--- src/rtl/pcie_bram_fifo_ctl_s6.sv ---
// pcie_bram_fifo_ctl_s6
//   FIFO controller for one Spartan-6 PCIe BRAM wrapper. Port A writes and
//   port B reads. A valid/ready write stream becomes BRAM writes. Reads are
//   issued ahead into a 4-entry skid buffer, so the 1- or 2-cycle BRAM read
//   latency is hidden and the output can deliver one word per cycle.
// Ports
//   user_clk_i, reset_i (async, active high), flush_i (sync discard-all)
//   in_valid_i / in_ready_o / in_data_i     write stream
//   out_valid_o / out_ready_i / out_data_o  read stream (skid head)
//   level_o                                  words held (BRAM + in flight + skid)
//   bram_*                                   BRAM wrapper port A/B controls
module pcie_bram_fifo_ctl_s6 #(
  parameter int unsigned WIDTH      = 36,
  parameter int unsigned DEPTH_LOG2 = 9,
  parameter int unsigned DOB_REG    = 1
) (
  input  logic                  user_clk_i,
  input  logic                  reset_i,
  input  logic                  flush_i,
  input  logic                  in_valid_i,
  output logic                  in_ready_o,
  input  logic [WIDTH-1:0]      in_data_i,
  output logic                  out_valid_o,
  input  logic                  out_ready_i,
  output logic [WIDTH-1:0]      out_data_o,
  output logic [DEPTH_LOG2+1:0] level_o,
  output logic                  bram_wen_o,
  output logic [11:0]           bram_waddr_o,
  output logic [WIDTH-1:0]      bram_wdata_o,
  output logic                  bram_ren_o,
  output logic                  bram_rce_o,
  output logic [11:0]           bram_raddr_o,
  input  logic [WIDTH-1:0]      bram_rdata_i
);

  localparam int unsigned PW = DEPTH_LOG2 + 1;
  localparam int unsigned LW = DEPTH_LOG2 + 2;

  function automatic int unsigned max_depth_log2(input int unsigned w);
    case (w)
      4:       return 12;
      9:       return 11;
      18:      return 10;
      36:      return 9;
      default: return 0;
    endcase
  endfunction

  if (max_depth_log2(WIDTH) == 0 || DEPTH_LOG2 > max_depth_log2(WIDTH)) begin : g_bad_params
    $fatal(1, "pcie_bram_fifo_ctl_s6: illegal WIDTH=%0d / DEPTH_LOG2=%0d", WIDTH, DEPTH_LOG2);
  end

  logic                  run_q, run_d;
  logic [PW-1:0]         wr_ptr_q, wr_ptr_d;
  logic [PW-1:0]         rd_ptr_q, rd_ptr_d;
  logic                  ren_q, ren_d;
  logic [DEPTH_LOG2-1:0] raddr_q, raddr_d;
  logic                  v1_q, v1_d;
  logic                  v2_q, v2_d;
  logic [WIDTH-1:0]      skid_q [4];
  logic [WIDTH-1:0]      skid_d [4];
  logic [1:0]            head_q, head_d;
  logic [1:0]            tail_q, tail_d;
  logic [2:0]            cnt_q, cnt_d;
  logic [LW-1:0]         level_q, level_d;

  logic [PW-1:0] used;
  logic          full;
  logic          in_rdy;
  logic          wr_fire;
  logic          pop;
  logic          push;
  logic          issue;
  logic [2:0]    outst;

  always_comb begin
    // used can reach 2^DEPTH_LOG2 but never exceed it, so its top bit is "full"
    used    = wr_ptr_q - rd_ptr_q;
    full    = used[DEPTH_LOG2];
    in_rdy  = run_q & ~full & ~flush_i;
    wr_fire = in_valid_i & in_rdy;
    pop     = (cnt_q != 3'd0) & out_ready_i;
    push    = (DOB_REG != 0) ? v2_q : v1_q;
    // Credits: every read already issued but not yet popped owns a skid slot,
    // counted after this cycle's pop so a steady stream keeps issuing.
    outst   = {2'b00, ren_q} + {2'b00, v1_q}
            + ((DOB_REG != 0) ? {2'b00, v2_q} : 3'd0)
            + cnt_q - {2'b00, pop};

    run_d    = 1'b1;
    wr_ptr_d = wr_ptr_q + PW'(wr_fire);
    // Compare against the post-write pointer: the BRAM write lands on this
    // edge, so the read issued next cycle sees it.
    issue    = (rd_ptr_q != wr_ptr_d) & (outst < 3'd4) & ~flush_i;
    rd_ptr_d = rd_ptr_q + PW'(issue);
    ren_d    = issue;
    raddr_d  = issue ? rd_ptr_q[DEPTH_LOG2-1:0] : raddr_q;
    v1_d     = ren_q;
    v2_d     = v1_q;

    skid_d = skid_q;
    head_d = head_q;
    tail_d = tail_q;
    cnt_d  = cnt_q;
    if (push) begin
      skid_d[tail_q] = bram_rdata_i;
      tail_d         = tail_q + 2'd1;
    end
    if (pop) begin
      head_d = head_q + 2'd1;
    end
    cnt_d   = cnt_q + {2'b00, push} - {2'b00, pop};
    level_d = level_q + LW'(wr_fire) - LW'(pop);

    if (flush_i) begin
      wr_ptr_d = '0;
      rd_ptr_d = '0;
      ren_d    = 1'b0;
      v1_d     = 1'b0;
      v2_d     = 1'b0;
      head_d   = '0;
      tail_d   = '0;
      cnt_d    = '0;
      level_d  = '0;
    end
  end

  always_ff @(posedge user_clk_i or posedge reset_i) begin
    if (reset_i) begin
      run_q    <= 1'b0;
      wr_ptr_q <= '0;
      rd_ptr_q <= '0;
      ren_q    <= 1'b0;
      raddr_q  <= '0;
      v1_q     <= 1'b0;
      v2_q     <= 1'b0;
      for (int unsigned i = 0; i < 4; i++) begin
        skid_q[i] <= '0;
      end
      head_q   <= '0;
      tail_q   <= '0;
      cnt_q    <= '0;
      level_q  <= '0;
    end else begin
      run_q    <= run_d;
      wr_ptr_q <= wr_ptr_d;
      rd_ptr_q <= rd_ptr_d;
      ren_q    <= ren_d;
      raddr_q  <= raddr_d;
      v1_q     <= v1_d;
      v2_q     <= v2_d;
      for (int unsigned i = 0; i < 4; i++) begin
        skid_q[i] <= skid_d[i];
      end
      head_q   <= head_d;
      tail_q   <= tail_d;
      cnt_q    <= cnt_d;
      level_q  <= level_d;
    end
  end

  assign in_ready_o   = in_rdy;
  assign bram_wen_o   = wr_fire;
  assign bram_wdata_o = in_data_i;
  assign bram_waddr_o = 12'(wr_ptr_q[DEPTH_LOG2-1:0]);
  assign bram_ren_o   = ren_q;
  assign bram_raddr_o = 12'(raddr_q);
  assign bram_rce_o   = (DOB_REG != 0) ? v1_q : 1'b0;
  assign out_valid_o  = (cnt_q != 3'd0);
  assign out_data_o   = skid_q[head_q];
  assign level_o      = level_q;

endmodule

--- config.mk ---
export PLATFORM = sky130hd
export DESIGN_NAME = pcie_bram_fifo_ctl_s6
export DESIGN_NICKNAME = d
export VERILOG_FILES = /design/src/rtl/pcie_bram_fifo_ctl_s6.sv
export SDC_FILE = /design/constraint.sdc
export NUM_CORES = 1
export LEC_CHECK = 0
export CAP_MARGIN = 30
export CORE_AREA = 2 2 147 149
export CTS_CLUSTER_DIAMETER = 80
export CTS_CLUSTER_SIZE = 8
export DETAILED_ROUTE_END_ITERATION = 8
export DIE_AREA = 0 0 149 151
export PLACE_DENSITY = 0.8
export SKIP_CTS_REPAIR_TIMING = 1
export SLEW_MARGIN = 20
export SYNTH_ARGS = -nofsm -noshare
export SYNTH_HDL_FRONTEND = slang
export SYNTH_SLANG_ARGS = --single-unit
--- constraint.sdc ---
create_clock -name user_clk_i -period 6.67 [get_ports user_clk_i]
set_input_delay 1.0005 -clock user_clk_i [delete_from_list [all_inputs] [get_ports user_clk_i]]
set_output_delay 1.0005 -clock user_clk_i [all_outputs]
set_load 0.01 [all_outputs]
==> flow_summary.ini, run 1 <==
[run_status]
status = finished, final reports clean

[cts]
cts_root_buf = clkbuf_16
numCtsBuffers = 17
cts_max_level = 4
clkTransAtPathRegs_ns = 0.07
clockBufferDepth = 2
clk_latency_ns = 0.44
cts_tree = built
clock-sinks = 195

[route]
ant_nets = 0
detail_route.drc_violations = 0
vias = 5663
routed_via_density = 5.30
met3_wirelength_um = 632
top_layer = met4
wire_per_inst_um = 17.3
wl_met1_um = 8360
wl_met2_um = 9280
wirelength_um = 18500
drt_iter0_markers = 227
drtPass1Iterations = 4

[finish]
fin_nets = 893
design_area_um2 = 11500
layout_commonest_cell = dfrtp_1
mostFrequentLayoutCells = 194 x dfrtp_1, 154 x mux2_2, 110 x clkdlybuf4s50_1, 36 x mux4_2, 35 x nor2_1
fin_util_pct = 55.1
n_antenna_cell = 0
syn_to_final_growth_pct = 17.9
drive_gt1_share_pct = 31.5

[min_path]
worstHoldStart = skid_q[42]
hold_class = flop to flop

[die]
dieArea_um2 = 22500
die_x_um = 149
rows = 53
fp.coreArea_um2 = 20800
start_util_pct = 46.7
io_pins = 189
die_h_um = 151

[pwr]
p_switching_uw = 1330
pwr-share-clk_pct = 24.5
p_total_uw = 4240
vdd_drop_max_v = 0.000176
p_sw_share_pct = 31.4
seqPwrFrac_pct = 37.0
combPwrFrac_pct = 38.5
cellLeakagePower_uw = 0.00486
power-per-cell-area_nw_per_um2 = 370
p_int_uw = 2910

[sta]
worstMarginPinSlew_ns = 0.718
finalHoldViolCount = 0
rsz0062_at_grt = false
min_period_ns = 4.73
fin_crit_sh_pct = 70.9
skew_ns = 0.0147
fmax_mhz = 212
drv_slew = 0
whs_ns = 0.502
tns_ns = 0
slew_headroom_pct = 51.6
timing.final.setup_violations = 0

[yosys]
yosys_register_bits = 195
synth_warnings = 0
ys_seq_area_share_pct = 50.2
synth_edf_count = 0
synth_area_per_cell_um2 = 13.6
async_reset_ff_share_pct = 100
synthCells = 715
synthFlopType = dfrtp_1
syn_area_um2 = 9730
synthDistinctLibCells = 48

[setup_path]
cp_slowest_cell = dfrtp_1
r2r-start = rd_ptr_q[6]
crit_end = rd_ptr_q[8]
path_class = flop to flop
cp_max_fo = 10
rrSetupSlack_ns = 1.94
ff2ff_path_depth = 19
startpoint_type = flop
critical_path.startpoint = rd_ptr_q[6]
worstSetupEndpointType = flop
max_stage_delay_ns = 0.45
path_common_cell = ha_1
critPathRequiredTime_ns = 6.97
critPathArrivalTime_ns = 5.03
crit_chain = inv_1, ha_1, a21o_1, a211oi_1, o21a_1, o21ai_0, mux2_2, ha_1, ha_1, nand4_2, or2_4, xnor3_2, a2111oi_4, a31oi_4, ha_1, ha_1, nand3_1, xnor2_1, nor2_1
r2r-end = rd_ptr_q[8]

[global_routing]
grt_pass1_vias = 5894
globalRouteTotalUtil_pct = 17.3
grt_max_degree = 78
antenna_found_initial = 0
grt_first_pass_wirelength_um = 30200
overflow = 0

[placement]
postPlaceCellArea_um2 = 10800
dp_hpwl_um = 12300
gp_congestion = 0.798
portBuffers = 110

[job]
maxCapViolCount = 0
stage by stage:
step                setup slack [ns]  std cells
CTS                             1.98       1068
global route                    1.60       1069
floorplan                      0.357        720
finish                          1.94       1069
detailed placement              1.91       1036
global placement                2.00       1032
synthesized netlist by cell type (all sizes together), types with 5 or more instances:
| master | n | share of area, % |
|---|---|---|
| a21oi | 8 | 0.41 |
| nor3 | 7 | 0.36 |
| inv | 34 | 1.3 |
| clkbuf | 22 | 0.95 |
| mux4 | 36 | 8.3 |
| nor2b | 13 | 0.84 |
| xnor2 | 24 | 2.2 |
| nand3 | 13 | 0.67 |
| a21o | 5 | 0.39 |
| o21ai | 8 | 0.41 |
| xor2 | 12 | 1.1 |
| ha | 32 | 4.1 |
| mux2 | 157 | 18 |
| nor2 | 35 | 1.4 |
| buf | 56 | 4.2 |
| nand2 | 13 | 0.50 |
| dfrtp | 195 | 50 |
worst min-delay path by stage:
stage                 endpoint  slack [ns]  cells past startpoint
floorplan           skid_q[36]        0.47                      1
global placement    skid_q[58]        0.48                      1
detailed placement  skid_q[51]        0.49                      1
CTS                 skid_q[51]        0.50                      1
global route        skid_q[62]        0.51                      1
finish              skid_q[42]        0.50                      1
area by class of cell:
cell class	count	area, um^2
Tap cell	275	344
Multi-Input combinational cell	413	4250
Clock inverter	14	178
Timing Repair Buffer	120	1250
Fill cell	1752	9350
Inverter	34	135
Clock buffer	18	439
Sequential cell	195	4880
power by group through the flow:
| stage | clock network, uW | registers, uW | logic, uW |
|---|---|---|---|
| 6_report | 1040 | 1570 | 1630 |
| 5_1_grt | 1120 | 1600 | 1780 |
| 4_1_cts | 1070 | 1570 | 1650 |
| 3_5_place_dp | 0 | 1590 | 1640 |
| 3_3_place_gp | 0 | 1580 | 1610 |
| 2_1_floorplan | 0 | 1540 | 1070 |
critical path: cells and delay by family, from the launching register on:
| family | cells | cell delay [ns] |
|---|---|---|
| multiplexers | 1 | 0.33 |
| buffers and inverters | 1 | 0.10 |
| flip-flops | 1 | 0.45 |
| AND/OR/NAND/NOR | 4 | 0.67 |
| AO/OA/AOI/OAI | 6 | 1.40 |
| adder cells (fa/ha/maj) | 5 | 1.26 |
| XOR/XNOR | 2 | 0.37 |
state kept, by name, summed over array words and instances (netlist names), 2 cells and up:
| signal | flops |
|---|---|
| cnt_q | 3 |
| head_q | 2 |
| level_o | 11 |
| raddr_q | 9 |
| rd_ptr_q | 10 |
| skid_q | 144 |
| tail_q | 2 |
| wr_ptr_q | 10 |
cell families after synthesis:
logic type                 count (synthesis)  synth area share, %
muxes                                    196                 26.9
DFF                                      195                 50.2
buffers and inverters                    112                 6.46
and+or+nand+nor                           98                 4.98
AOI/OAI and AO/OA                         40                 3.19
xor gates and xnor gates                  37                 3.49
adders and majority gates                 35                 4.73
other                                      2               0.0772
layer usage:
metal / global-route usage, % / up-vias
met4: 5.67 / 0
met1: 23.0 / 2950
li1: - / 2595
met3: 3.01 / 18
met5: 0 / -
met2: 28.9 / 100
Note: power is estimated with default switching activity, not from simulation.
==> inputs of run 2 (changes only) <==
clock period = 3.95 ns   (was 6.67 ns; I/O delays follow)
==> run 2 against run 1 <==
  * Sequential cell count unchanged
  * Via count up 0.57%
  * Routed wire length up 1.4%
  * First-iteration DRC count down 17%
  * Core utilization up 1.5 points
  * Sequential power up 66%
  * Critical path type unchanged
  * Largest cell class unchanged
==> flow_summary.ini, run 2 (synthesis gave the netlist of run 1 again) <==
[run_status]
status = finished, final reports clean

[global_routing]
grt_max_degree = 112
globalRouteTotalUtil_pct = 17.1
grt_first_pass_wirelength_um = 30100
met1_usage_pct = 23.7
antenna_found_initial = 0
grt_pass1_vias = 5756
met2_usage_pct = 27.4
grtUsageMet3_pct = 2.83
grt.busiest_layer = met2
overflow = 0

[setup_path]
cp_max_fo = 4
path_common_cell = ha_4
critPathRequiredTime_ns = 4.25
cp_slowest_cell = dfrtp_2
startpoint_type = flop
r2r-start = wr_ptr_q[6]
critPathArrivalTime_ns = 4.15
path_class = flop to flop
worstSetupEndpointType = flop
max_stage_delay_ns = 0.43
ff2ff_path_depth = 18
crit_chain = ha_4, a21o_1, a211oi_2, o21a_1, o21ai_2, mux2_4, ha_4, ha_4, nand4_4, or2_4, xnor3_2, a2111oi_4, a31oi_4, ha_4, ha_2, nand3_1, xnor2_1, nor2_1
r2r-end = rd_ptr_q[6]
rrSetupSlack_ns = 0.1

[finish]
drive_gt1_share_pct = 35.7
n_antenna_cell = 0
largest_register_ff_count = 144
fin_nets = 918
fillCellCount = 1654
syn_to_final_growth_pct = 21.2
multiInputGateArea_um2 = 4360
mostFrequentLayoutCells = 193 x dfrtp_1, 153 x mux2_2, 110 x clkdlybuf4s50_1, 36 x mux4_2, 34 x nor2_1
top_register = skid_q
register_area_um2 = 4880
layout_commonest_cell = dfrtp_1

[die]
die_x_um = 149
io_pins = 189
dieArea_um2 = 22500
rows = 53
fp.coreArea_um2 = 20800
die_h_um = 151
start_util_pct = 46.7

[cts]
clock-sinks = 195
clkTransAtPathRegs_ns = 0.08
clockBufferDepth = 2
cts_tree = built
numCtsBuffers = 17
cts_root_buf = clkbuf_16
clk_latency_ns = 0.43
cts_max_level = 4

[placement]
gp_congestion = 0.869
dp_hpwl_um = 12300
place_ws_ns = 0.00613
portBuffers = 110

[sta]
finalHoldViolCount = 0
slew_headroom_pct = 59.3
min_period_ns = 3.85
rsz0062_at_grt = true
tns_ns = 0
timing.final.setup_violations = 0
fmax_mhz = 260
worst_slack_ns = 0.0982
worstMarginPinSlew_ns = 0.595
skew_ns = 0.0153
drv_slew = 0
fin_crit_sh_pct = 97.5

[min_path]
worstHoldStart = skid_q[34]
worstHoldEndpoint = skid_q[34]
hold_path_depth = 1
hold_class = flop to flop

[route]
vias = 5695
detail_route.drc_violations = 0
drt_iter0_markers = 188
wirelength_um = 18800
drtPass1Iterations = 4
ant_nets = 0
routed_via_density = 5.21
wire_per_inst_um = 17.2

[pwr]
vdd_drop_max_v = 0.000296
power-per-cell-area_nw_per_um2 = 612
cellLeakagePower_uw = 0.00499

[job]
maxCapViolCount = 0
[run 2: cell count changes in the layout (fill, tap and decap cells not counted), moves of 2 or more]
cell        before  now
buf_12           4    6
buf_4            5   28
inv_8            2    0
ha_1            32   26
inv_2            0    3
ha_4             0    5
inv_1           33   30
clkinvlp_4       0    2
[run 2: critical path: cells and delay by family (launching register included)]
| kind | cells | cell delay (ns) |
|---|---|---|
| xor gates and xnor gates | 2 | 0.40 |
| and+or+nand+nor | 4 | 0.56 |
| muxes | 1 | 0.22 |
| adders and majority gates | 5 | 0.94 |
| AOI/OAI and AO/OA | 6 | 1.16 |
| DFF | 1 | 0.43 |
[run 2: worst max path at each step]
stage,end,start
floorplan,rd_ptr_q[9],wr_ptr_q[6]
global placement,rd_ptr_q[9],rd_ptr_q[6]
detailed placement,rd_ptr_q[9],wr_ptr_q[6]
CTS,rd_ptr_q[9],wr_ptr_q[6]
global route,rd_ptr_q[6],rd_ptr_q[1]
finish,rd_ptr_q[6],wr_ptr_q[6]
[run 2: cell type report]
class	count	share of cell area [%]
Clock inverter	15	1.58
Clock buffer	17	3.61
Sequential cell	195	41.4
Tap cell	275	2.92
Timing Repair Buffer	145	12.4
Inverter	34	1.11
Multi-Input combinational cell	413	37.0
[run 2: metrics by stage]
| stage | hold WS [ns] | instance area (um^2) | power (uW) | std cells | util [%] |
|---|---|---|---|---|---|
| global placement | 0.482 | 11000 | 5470 | 1056 | 52.8 |
| global route | 0.518 | 11800 | 7670 | 1094 | 56.6 |
| CTS | 0.505 | 11700 | 7300 | 1092 | 56.2 |
| detailed placement | 0.487 | 11100 | 5530 | 1060 | 53.2 |
| floorplan | 0.474 | 9780 | 4420 | 720 | - |
| finish | 0.503 | 11800 | 7220 | 1094 | 56.6 |
[run 2: metal layers]
layer / up-vias / wire (um)
li1: 2657 / -
met1: 2915 / 8610
met2: 106 / 9390
met3: 17 / 548
met4: 0 / 219
met5: - / 0
[run 2: power breakdown]
part / switching [uW] / internal (uW)
clock network: 870 / 861
registers: 215 / 2390
logic: 1170 / 1710
